File: config.mk
export PLATFORM = sky130hd
export DESIGN_NAME = pwm_sequencer
export DESIGN_NICKNAME = d
export VERILOG_FILES = /design/src/rtl/pwm_sequencer.sv
export SDC_FILE = /design/constraint.sdc
export NUM_CORES = 1
export LEC_CHECK = 0
export ABC_AREA = 1
export CORE_MARGIN = 3
export CORE_UTILIZATION = 45
export DETAILED_ROUTE_END_ITERATION = 16
export SKIP_LAST_GASP = 1
export SLEW_MARGIN = 10
export SYNTH_ARGS = -nofsm -noshare
export SYNTH_HDL_FRONTEND = slang
export SYNTH_SLANG_ARGS = --single-unit
File: constraint.sdc
create_clock -name clk -period 11.4 [get_ports clk]
set_clock_uncertainty 0.05 [all_clocks]
set_input_delay 2.28 -clock clk [delete_from_list [all_inputs] [get_ports clk]]
set_output_delay 2.28 -clock clk [all_outputs]
set_load 0.02 [all_outputs]
File: src/rtl/pwm_sequencer.sv
// Table-driven PWM sequencer: each entry plays `per` ticks with `hold` high ticks,
// repeated `reps` times, then the sequencer advances, wraps (loop) or finishes.
module pwm_sequencer #(
  parameter int PRESCALE_TICKS = 600,
  parameter int STEPS          = 4,
  parameter int W              = 16,
  parameter int RW             = 8
) (
  input  logic                     clk,
  input  logic                     reset,
  input  logic                     start,
  input  logic                     stop,
  input  logic                     loop,
  input  logic                     cfg_we,
  input  logic [$clog2(STEPS)-1:0] cfg_addr,
  input  logic [W-1:0]             cfg_period,
  input  logic [W-1:0]             cfg_hold,
  input  logic [RW-1:0]            cfg_reps,
  output logic                     pwm,
  output logic                     busy,
  output logic [$clog2(STEPS)-1:0] step,
  output logic                     done
);
  localparam int SW = $clog2(STEPS);
  localparam int PW = $clog2(PRESCALE_TICKS);
  localparam logic [PW-1:0] PRESC_LAST = PW'(PRESCALE_TICKS - 1);
  localparam logic [SW-1:0] STEP_LAST  = SW'(STEPS - 1);

  typedef enum logic [1:0] {
    ST_IDLE = 2'd0,
    ST_LOAD = 2'd1,
    ST_RUN  = 2'd2,
    ST_DONE = 2'd3
  } state_t;

  state_t          state_q, state_d;
  logic [SW-1:0]   step_q, step_d;
  logic [W-1:0]    per_q, per_d;
  logic [W-1:0]    hold_q, hold_d;
  logic [RW-1:0]   reps_q, reps_d;
  logic [W-1:0]    cnt_q, cnt_d;
  logic [RW-1:0]   rep_q, rep_d;
  logic [PW-1:0]   presc_q, presc_d;
  logic            pwm_q, pwm_d;
  logic            busy_q, busy_d;
  logic            done_q, done_d;

  logic [W-1:0]    tbl_per_q  [STEPS];
  logic [W-1:0]    tbl_per_d  [STEPS];
  logic [W-1:0]    tbl_hold_q [STEPS];
  logic [W-1:0]    tbl_hold_d [STEPS];
  logic [RW-1:0]   tbl_reps_q [STEPS];
  logic [RW-1:0]   tbl_reps_d [STEPS];

  logic            tick_s;
  logic            addr_ok_s;
  logic [RW:0]     eff_reps_s;
  logic [RW:0]     rep_next_s;

  // Host table writes land in any state; the running segment works from its own copies.
  always_comb begin
    tbl_per_d  = tbl_per_q;
    tbl_hold_d = tbl_hold_q;
    tbl_reps_d = tbl_reps_q;
    addr_ok_s  = ({1'b0, cfg_addr} < (SW+1)'(STEPS));
    if (cfg_we && addr_ok_s) begin
      tbl_per_d[cfg_addr]  = cfg_period;
      tbl_hold_d[cfg_addr] = cfg_hold;
      tbl_reps_d[cfg_addr] = cfg_reps;
    end else begin
      tbl_per_d  = tbl_per_q;
    end
  end

  // Sequencing: next state, counters and the registered outputs' next values.
  always_comb begin
    state_d    = state_q;
    step_d     = step_q;
    per_d      = per_q;
    hold_d     = hold_q;
    reps_d     = reps_q;
    cnt_d      = cnt_q;
    rep_d      = rep_q;
    presc_d    = presc_q;
    pwm_d      = pwm_q;
    tick_s     = (presc_q == PRESC_LAST);
    // rep compares one bit wider so reps = all-ones cannot wrap
    eff_reps_s = (reps_q == '0) ? (RW+1)'(1) : {1'b0, reps_q};
    rep_next_s = {1'b0, rep_q} + (RW+1)'(1);

    case (state_q)
      ST_IDLE: begin
        if (start) begin
          state_d = ST_LOAD;
          step_d  = '0;
        end else begin
          state_d = ST_IDLE;
        end
      end
      ST_LOAD: begin
        per_d   = tbl_per_q[step_q];
        hold_d  = tbl_hold_q[step_q];
        reps_d  = tbl_reps_q[step_q];
        cnt_d   = '0;
        rep_d   = '0;
        presc_d = '0;
        if (tbl_per_q[step_q] == '0) begin
          state_d = ST_DONE;
        end else begin
          state_d = ST_RUN;
        end
      end
      ST_RUN: begin
        pwm_d = (cnt_q < hold_q);
        if (!tick_s) begin
          presc_d = presc_q + PW'(1);
        end else if (cnt_q != per_q - W'(1)) begin
          presc_d = '0;
          cnt_d   = cnt_q + W'(1);
        end else begin
          presc_d = '0;
          cnt_d   = '0;
          if (rep_next_s < eff_reps_s) begin
            rep_d = rep_q + RW'(1);
          end else if (step_q != STEP_LAST) begin
            step_d  = step_q + SW'(1);
            state_d = ST_LOAD;
          end else if (loop) begin
            step_d  = '0;
            state_d = ST_LOAD;
          end else begin
            state_d = ST_DONE;
          end
        end
      end
      ST_DONE: begin
        state_d = ST_IDLE;
      end
      default: begin
        state_d = ST_IDLE;
      end
    endcase

    // stop wins over everything, including a segment end in the same cycle
    if (stop) begin
      state_d = ST_IDLE;
      step_d  = step_q;
    end else begin
      step_d  = step_d;
    end

    if ((state_d == ST_IDLE) || (state_d == ST_DONE)) begin
      pwm_d = 1'b0;
    end else begin
      pwm_d = pwm_d;
    end
    busy_d = (state_d == ST_LOAD) || (state_d == ST_RUN);
    done_d = (state_d == ST_DONE);
  end

  // All state, including the table, clears on reset.
  always_ff @(posedge clk or posedge reset) begin
    if (reset) begin
      state_q <= ST_IDLE;
      step_q  <= '0;
      per_q   <= '0;
      hold_q  <= '0;
      reps_q  <= '0;
      cnt_q   <= '0;
      rep_q   <= '0;
      presc_q <= '0;
      pwm_q   <= 1'b0;
      busy_q  <= 1'b0;
      done_q  <= 1'b0;
      for (int i = 0; i < STEPS; i++) begin
        tbl_per_q[i]  <= '0;
        tbl_hold_q[i] <= '0;
        tbl_reps_q[i] <= '0;
      end
    end else begin
      state_q    <= state_d;
      step_q     <= step_d;
      per_q      <= per_d;
      hold_q     <= hold_d;
      reps_q     <= reps_d;
      cnt_q      <= cnt_d;
      rep_q      <= rep_d;
      presc_q    <= presc_d;
      pwm_q      <= pwm_d;
      busy_q     <= busy_d;
      done_q     <= done_d;
      tbl_per_q  <= tbl_per_d;
      tbl_hold_q <= tbl_hold_d;
      tbl_reps_q <= tbl_reps_d;
    end
  end

  assign pwm  = pwm_q;
  assign busy = busy_q;
  assign step = step_q;
  assign done = done_q;

endmodule

==> results.cfg, run 1 <==
[run_status]
outcome = complete, no violations

[drt]
ant_nets = 0
wl_per_cell_um = 15.1
drc_errors = 0
finalWirelength_um = 27000
drt-initial-drc-count = 589
first_pass_iters = 5
vias = 9227
viasPerCell = 5.18

[placed_design]
gp_congestion = 0.829
place_inst = 1731
place_ws_ps = 6920
dpl.hpwl_um = 16700
numPortBuffers = 52

[job]
maxCapViolCount = 0

[synthesis]
synth_edf_count = 0
synth-seq-cells = 241
synthFlopType = dfrtp_1
syn_area_um2 = 11700
avgSynthCellArea_um2 = 8.29
yosys_warnings = 0
async_reset_ff_frac = 1.00
synthCells = 1408
seq_area_frac_synth = 0.516
synth_nets = 1487
ys_types = 39

[pwr]
power_density_nw_per_um2 = 204
p_leak_nw = 6.26
ir_worst_vdd_mv = 0.113

[clock_tree]
clk_pin_slew_ps = 60
cts_resized = 0
cts_tree = yes
cts_setup_buffers = 0
numCtsBuffers = 27
clock-sinks = 241
clock_path_buffers = 3
hold_buffers = 0
root_buffer = clkbuf_16
worstSkewPairLatency_ps = 520
cts_htree_levels = 1

[global_route]
grt_pass1_vias = 8849
grt_usage = 0.193
gr-total-overflow = 0
grt_pass1_wl_um = 45400
antenna_found_initial = 0
grt_max_degree = 97

[floorplanning]
coreArea_um2 = 25300
row_count = 58
start_util = 0.461
die_area_um2 = 27900
die_w_um = 167
die-height_um = 167
pin_count = 53

[layout]
fin_cells = 1780
layout_common_cells = nand2_1 (330), o21ai_0 (279), dfrtp_1 (240), nor2_1 (126), inv_1 (115)
num_antenna_cells = 0
mostFrequentLayoutCell = nand2_1
fin_nets = 1509
area_delta_synth_final_pct = 13.9
drive_above_1_share = 0.0628

[timing]
fin_crit_ps = 4350
drv_slew = 0
rsz0062_at_grt = no
fin_ws_ps = 7050
period_share = 0.381
hold_viol = 0
slew-limit-headroom = 0.347
fmax_mhz = 230
whs_ps = 428
worstMarginPinSlew_ps = 979
tns_ps = 0
setup_viol = 0

[worst_setup_path]
crit_buf_inv = 2
crit_type = reg2out
slowest_delay_ps = 700
critPathSlowestCell = clkdlybuf4s50_1
cp-end-kind = primary output
critPathRequiredTime_ps = 9070
worstSetupStartpointType = flop
path_cells = buf_4 -> clkdlybuf4s50_1
crit_family = buffers and inverters
cp_data_arrival_time_ps = 2020
cp_max_fo = 39

[hold_path]
hold_path_class = reg2reg
-- cell usage after synthesis, types with 2 or more instances --
library cell / instances / share of area
a21oi_1: 26 / 0.011
a32o_1: 5 / 0.0043
buf_1: 3 / 0.00096
buf_2: 3 / 0.0013
buf_6: 3 / 0.0029
clkbuf_1: 62 / 0.020
clkinv_1: 2 / 0.00064
dfrtp_1: 241 / 0.52
ha_1: 31 / 0.033
inv_1: 116 / 0.037
nand2_1: 332 / 0.11
nand2_2: 5 / 0.0027
nand3_1: 34 / 0.015
nand3b_1: 3 / 0.0019
nand4_1: 13 / 0.0070
nor2_1: 126 / 0.040
nor2_2: 7 / 0.0037
nor2_4: 3 / 0.0029
nor3_1: 13 / 0.0056
nor3b_1: 3 / 0.0019
nor4_1: 2 / 0.0011
o211ai_1: 2 / 0.0013
o21ai_0: 279 / 0.12
o21ai_1: 3 / 0.0013
o21ai_2: 9 / 0.0067
o22a_1: 8 / 0.0060
o22ai_1: 25 / 0.013
or2_2: 3 / 0.0016
xnor2_1: 13 / 0.0097
xor2_1: 24 / 0.018
-- per-stage QoR --
step | power, W | area [µm²] | util
after floorplan | 0.00168 | 11700 | -
after global placement | 0.00187 | 12400 | 0.491
after detailed placement | 0.00188 | 12400 | 0.491
after CTS | 0.00274 | 13300 | 0.525
after global routing | 0.00290 | 13300 | 0.525
final | 0.00271 | 13300 | 0.525
-- registers in the layout, indices dropped and copies added (netlist names) --
name / cells
tbl_reps_q: 32
reps_q: 8
hold_q: 16
busy: 1
done: 1
state_q: 2
presc_q: 10
tbl_per_q: 64
rep_q: 8
per_q: 16
cnt_q: 16
tbl_hold_q: 64
step: 2
pwm: 1
-- power breakdown --
group / total [W] / internal [W] / leakage, nW / switching (W)
registers: 0.00113 / 0.00102 / 3.07 / 0.000102
logic: 0.000741 / 0.000267 / 2.76 / 0.000474
clock network: 0.000842 / 0.000498 / 0.430 / 0.000345
-- path summary, 6_finish.rpt --
| check | startpoint | to | slack [ps] | cells after the start |
|---|---|---|---|---|
| setup / recovery | step[1] | step[1] | 7050 | 2 |
| hold / removal | tbl_hold_q[23] | tbl_hold_q[23] | 430 | 2 |
| setup reg to reg | step[1] | pwm | 7480 | 12 |
| hold reg to reg | tbl_hold_q[23] | tbl_hold_q[23] | 430 | 2 |
| max in group asynchronous | reset | step[0] | 7620 | 3 |
| min in group asynchronous | reset | tbl_reps_q[5] | 2210 | 2 |
-- final cells by class --
type	instances	area, µm²
clock buffer	39	781
clock inverter	10	85.1
fill	2383	12000
inverter	119	454
multi-input combinational	977	4920
sequential	241	6030
tap	330	413
timing repair buffer	64	611
-- routing by layer --
metal	global-route usage	vias up	routed length (µm)	part of all wire
li1	-	4666	-	-
met1	0.287	4392	13700	0.51
met2	0.309	143	11900	0.44
met3	0.0236	26	959	0.036
met4	0.0366	0	357	0.013
met5	0	-	0	0
-- worst register-to-register path: cells and delay by family, from the launching register on --
kind	cells	cell delay, ps
AND/OR/NAND/NOR	2	550
buffers and inverters	3	1670
adder cells (fa/ha/maj)	1	310
AO/OA/AOI/OAI	6	900
flip-flops	1	320
-- kinds of logic after synthesis --
kind of cell / after synthesis / synth area share
AND/OR/NAND/NOR: 547 / 0.192
AO/OA/AOI/OAI: 361 / 0.166
flip-flops: 241 / 0.516
buffers and inverters: 190 / 0.0633
XOR/XNOR: 37 / 0.0277
adder cells (fa/ha/maj): 31 / 0.0332
multiplexers: 1 / 0.000857
No activity file was read; power rests on OpenSTA's default activity.
==> run 2, diff against run 1 <==
==> constraint.sdc (replaced) <==
create_clock -name clk -period 3.81 [get_ports clk]
set_clock_uncertainty 0.05 [all_clocks]
set_input_delay 0.762 -clock clk [delete_from_list [all_inputs] [get_ports clk]]
set_output_delay 0.762 -clock clk [all_outputs]
set_load 0.02 [all_outputs]
==> results.cfg, run 2 (synthesis gave the netlist of run 1 again) <==
[run_status]
outcome = complete, no violations

[timing]
hold_viol = 0
whs_ps = 427
fin_crit_ps = 2990
fmax_mhz = 334
rsz0062_at_grt = no
worstMarginPinSlew_ps = 855
drv_slew = 0
period_share = 0.786
slew-limit-headroom = 0.429
setup_viol = 0

[layout]
top_regs = tbl_hold_q: 64 flops, tbl_per_q: 64 flops, tbl_reps_q: 32 flops
final_core_utilization = 0.533
multi_input_area_um2 = 4920
num_antenna_cells = 0
area_delta_synth_final_pct = 15.6
fin_area_um2 = 13500
fill_cells = 2398
layout_common_cells = nand2_1 (330), o21ai_0 (279), dfrtp_1 (240), nor2_1 (126), inv_1 (115)
seqCellArea_um2 = 6030
mostFrequentLayoutCell = nand2_1
drive_above_1_share = 0.0667
fin_cells = 1784
fin_nets = 1512

[pwr]
p_leak_nw = 6.36
power_density_nw_per_um2 = 621
power_switching_w = 0.00281
p_seq_frac = 0.402
ir_worst_vdd_mv = 0.336
p_comb_frac = 0.268
fin_total_pwr_w = 0.00839
swShare = 0.335
intPower_w = 0.00557
p_clk_frac = 0.330

[placed_design]
gp_congestion = 0.830
dpl.hpwl_um = 17600
place_area_um2 = 12500
place_inst = 1734
numPortBuffers = 52

[worst_setup_path]
r2r-end = pwm
cp_data_arrival_time_ps = 3370
cp-end-kind = flop
crit_path_end = pwm
crit_type = reg2reg
worstSetupStartpointType = flop
cp_max_fo = 5
r2r_slack_ps = 820
r2r_cells = 19
critPathRequiredTime_ps = 4190
startpoint = rep_q[0]
reg2reg_from = rep_q[0]

[drt]
viasPerCell = 5.21
finalWirelength_um = 27900
vias = 9294
drc_errors = 0
drt-initial-drc-count = 811
first_pass_iters = 5
wl_per_cell_um = 15.6
ant_nets = 0

[global_route]
gr-total-overflow = 0
grt_usage = 0.201
antenna_found_initial = 0
grt_max_degree = 87
grt_pass1_vias = 9044
grt_pass1_wl_um = 47000

[floorplanning]
coreArea_um2 = 25300
die_w_um = 167
start_util = 0.461
die_area_um2 = 27900
die-height_um = 167
row_count = 58
pin_count = 53

[clock_tree]
clock_path_buffers = 3
cts_setup_buffers = 0
clock-sinks = 241
root_buffer = clkbuf_16
numCtsBuffers = 27
cts_resized = 0
cts_htree_levels = 1
hold_buffers = 0
clk_pin_slew_ps = 60
cts_tree = yes
worstSkewPairLatency_ps = 550

[hold_path]
hold_path_class = reg2reg

[job]
maxCapViolCount = 0
==> run 2: cell types whose count changed in the layout (fill, tap and decap cells not counted), moves of 2 or more <==
| cell | change |
|---|---|
| clkbuf_1 | -2 |
| buf_4 | -4 |
| buf_12 | +7 |
| bufinv_16 | +3 |
==> run 2: per-layer routing <==
metal  vias to the layer above  track usage  part of all wire
met3                        46       0.0243             0.033
li1                       4663            -                 -
met2                       161        0.320              0.45
met1                      4424        0.297              0.50
met5                         -            0                 0
met4                         0       0.0488             0.023
==> run 2: area by class of cell <==
class,count,share of cell area
clock buffer,37,0.0573
tap,330,0.0306
timing repair buffer,67,0.0534
sequential,241,0.447
multi-input combinational,977,0.365
clock inverter,13,0.0136
inverter,119,0.0334
==> run 2: worst max-delay path: stages, from the launching register on <==
cell and delay, ps:
dfrtp_1 410, ha_1 210, nand2_1 60, nor2_1 190, nand3_1 120, xor2_1 150, inv_1 70, ha_1 290
nand2_1 50, nand3b_1 160, nor2_1 90, nand2_1 50, nand2_1 100, nand4_1 130, nand2_1 90, nand2_1 40
a21oi_1 190, ha_1 280, o21ai_0 80, a21oi_1 60
==> run 2: worst min-delay path by stage <==
| stage | cells past startpoint | end | start |
|---|---|---|---|
| floorplan | 2 | tbl_hold_q[31] | tbl_hold_q[31] |
| global placement | 2 | tbl_hold_q[46] | tbl_hold_q[46] |
| detailed placement | 2 | tbl_hold_q[41] | tbl_hold_q[41] |
| CTS | 2 | tbl_hold_q[33] | tbl_hold_q[33] |
| global route | 2 | tbl_reps_q[20] | tbl_reps_q[20] |
| finish | 2 | tbl_per_q[32] | tbl_per_q[32] |
==> run 2: through the flow <==
| step | TNS [ps] | setup WS, ps |
|---|---|---|
| finish | 0 | 816 |
| global route | 0 | 349 |
| CTS | 0 | 797 |
| detailed placement | 0 | 822 |
| global placement | 0 | 919 |
| floorplan | -39480 | -164 |
==> run 2: power by group through the flow <==
stage / clock network, W / logic (W) / registers, W
floorplan: 0 / 0.00168 / 0.00334
global placement: 0 / 0.00223 / 0.00340
detailed placement: 0 / 0.00227 / 0.00341
CTS: 0.00282 / 0.00228 / 0.00337
global route: 0.00293 / 0.00262 / 0.00343
finish: 0.00276 / 0.00225 / 0.00337
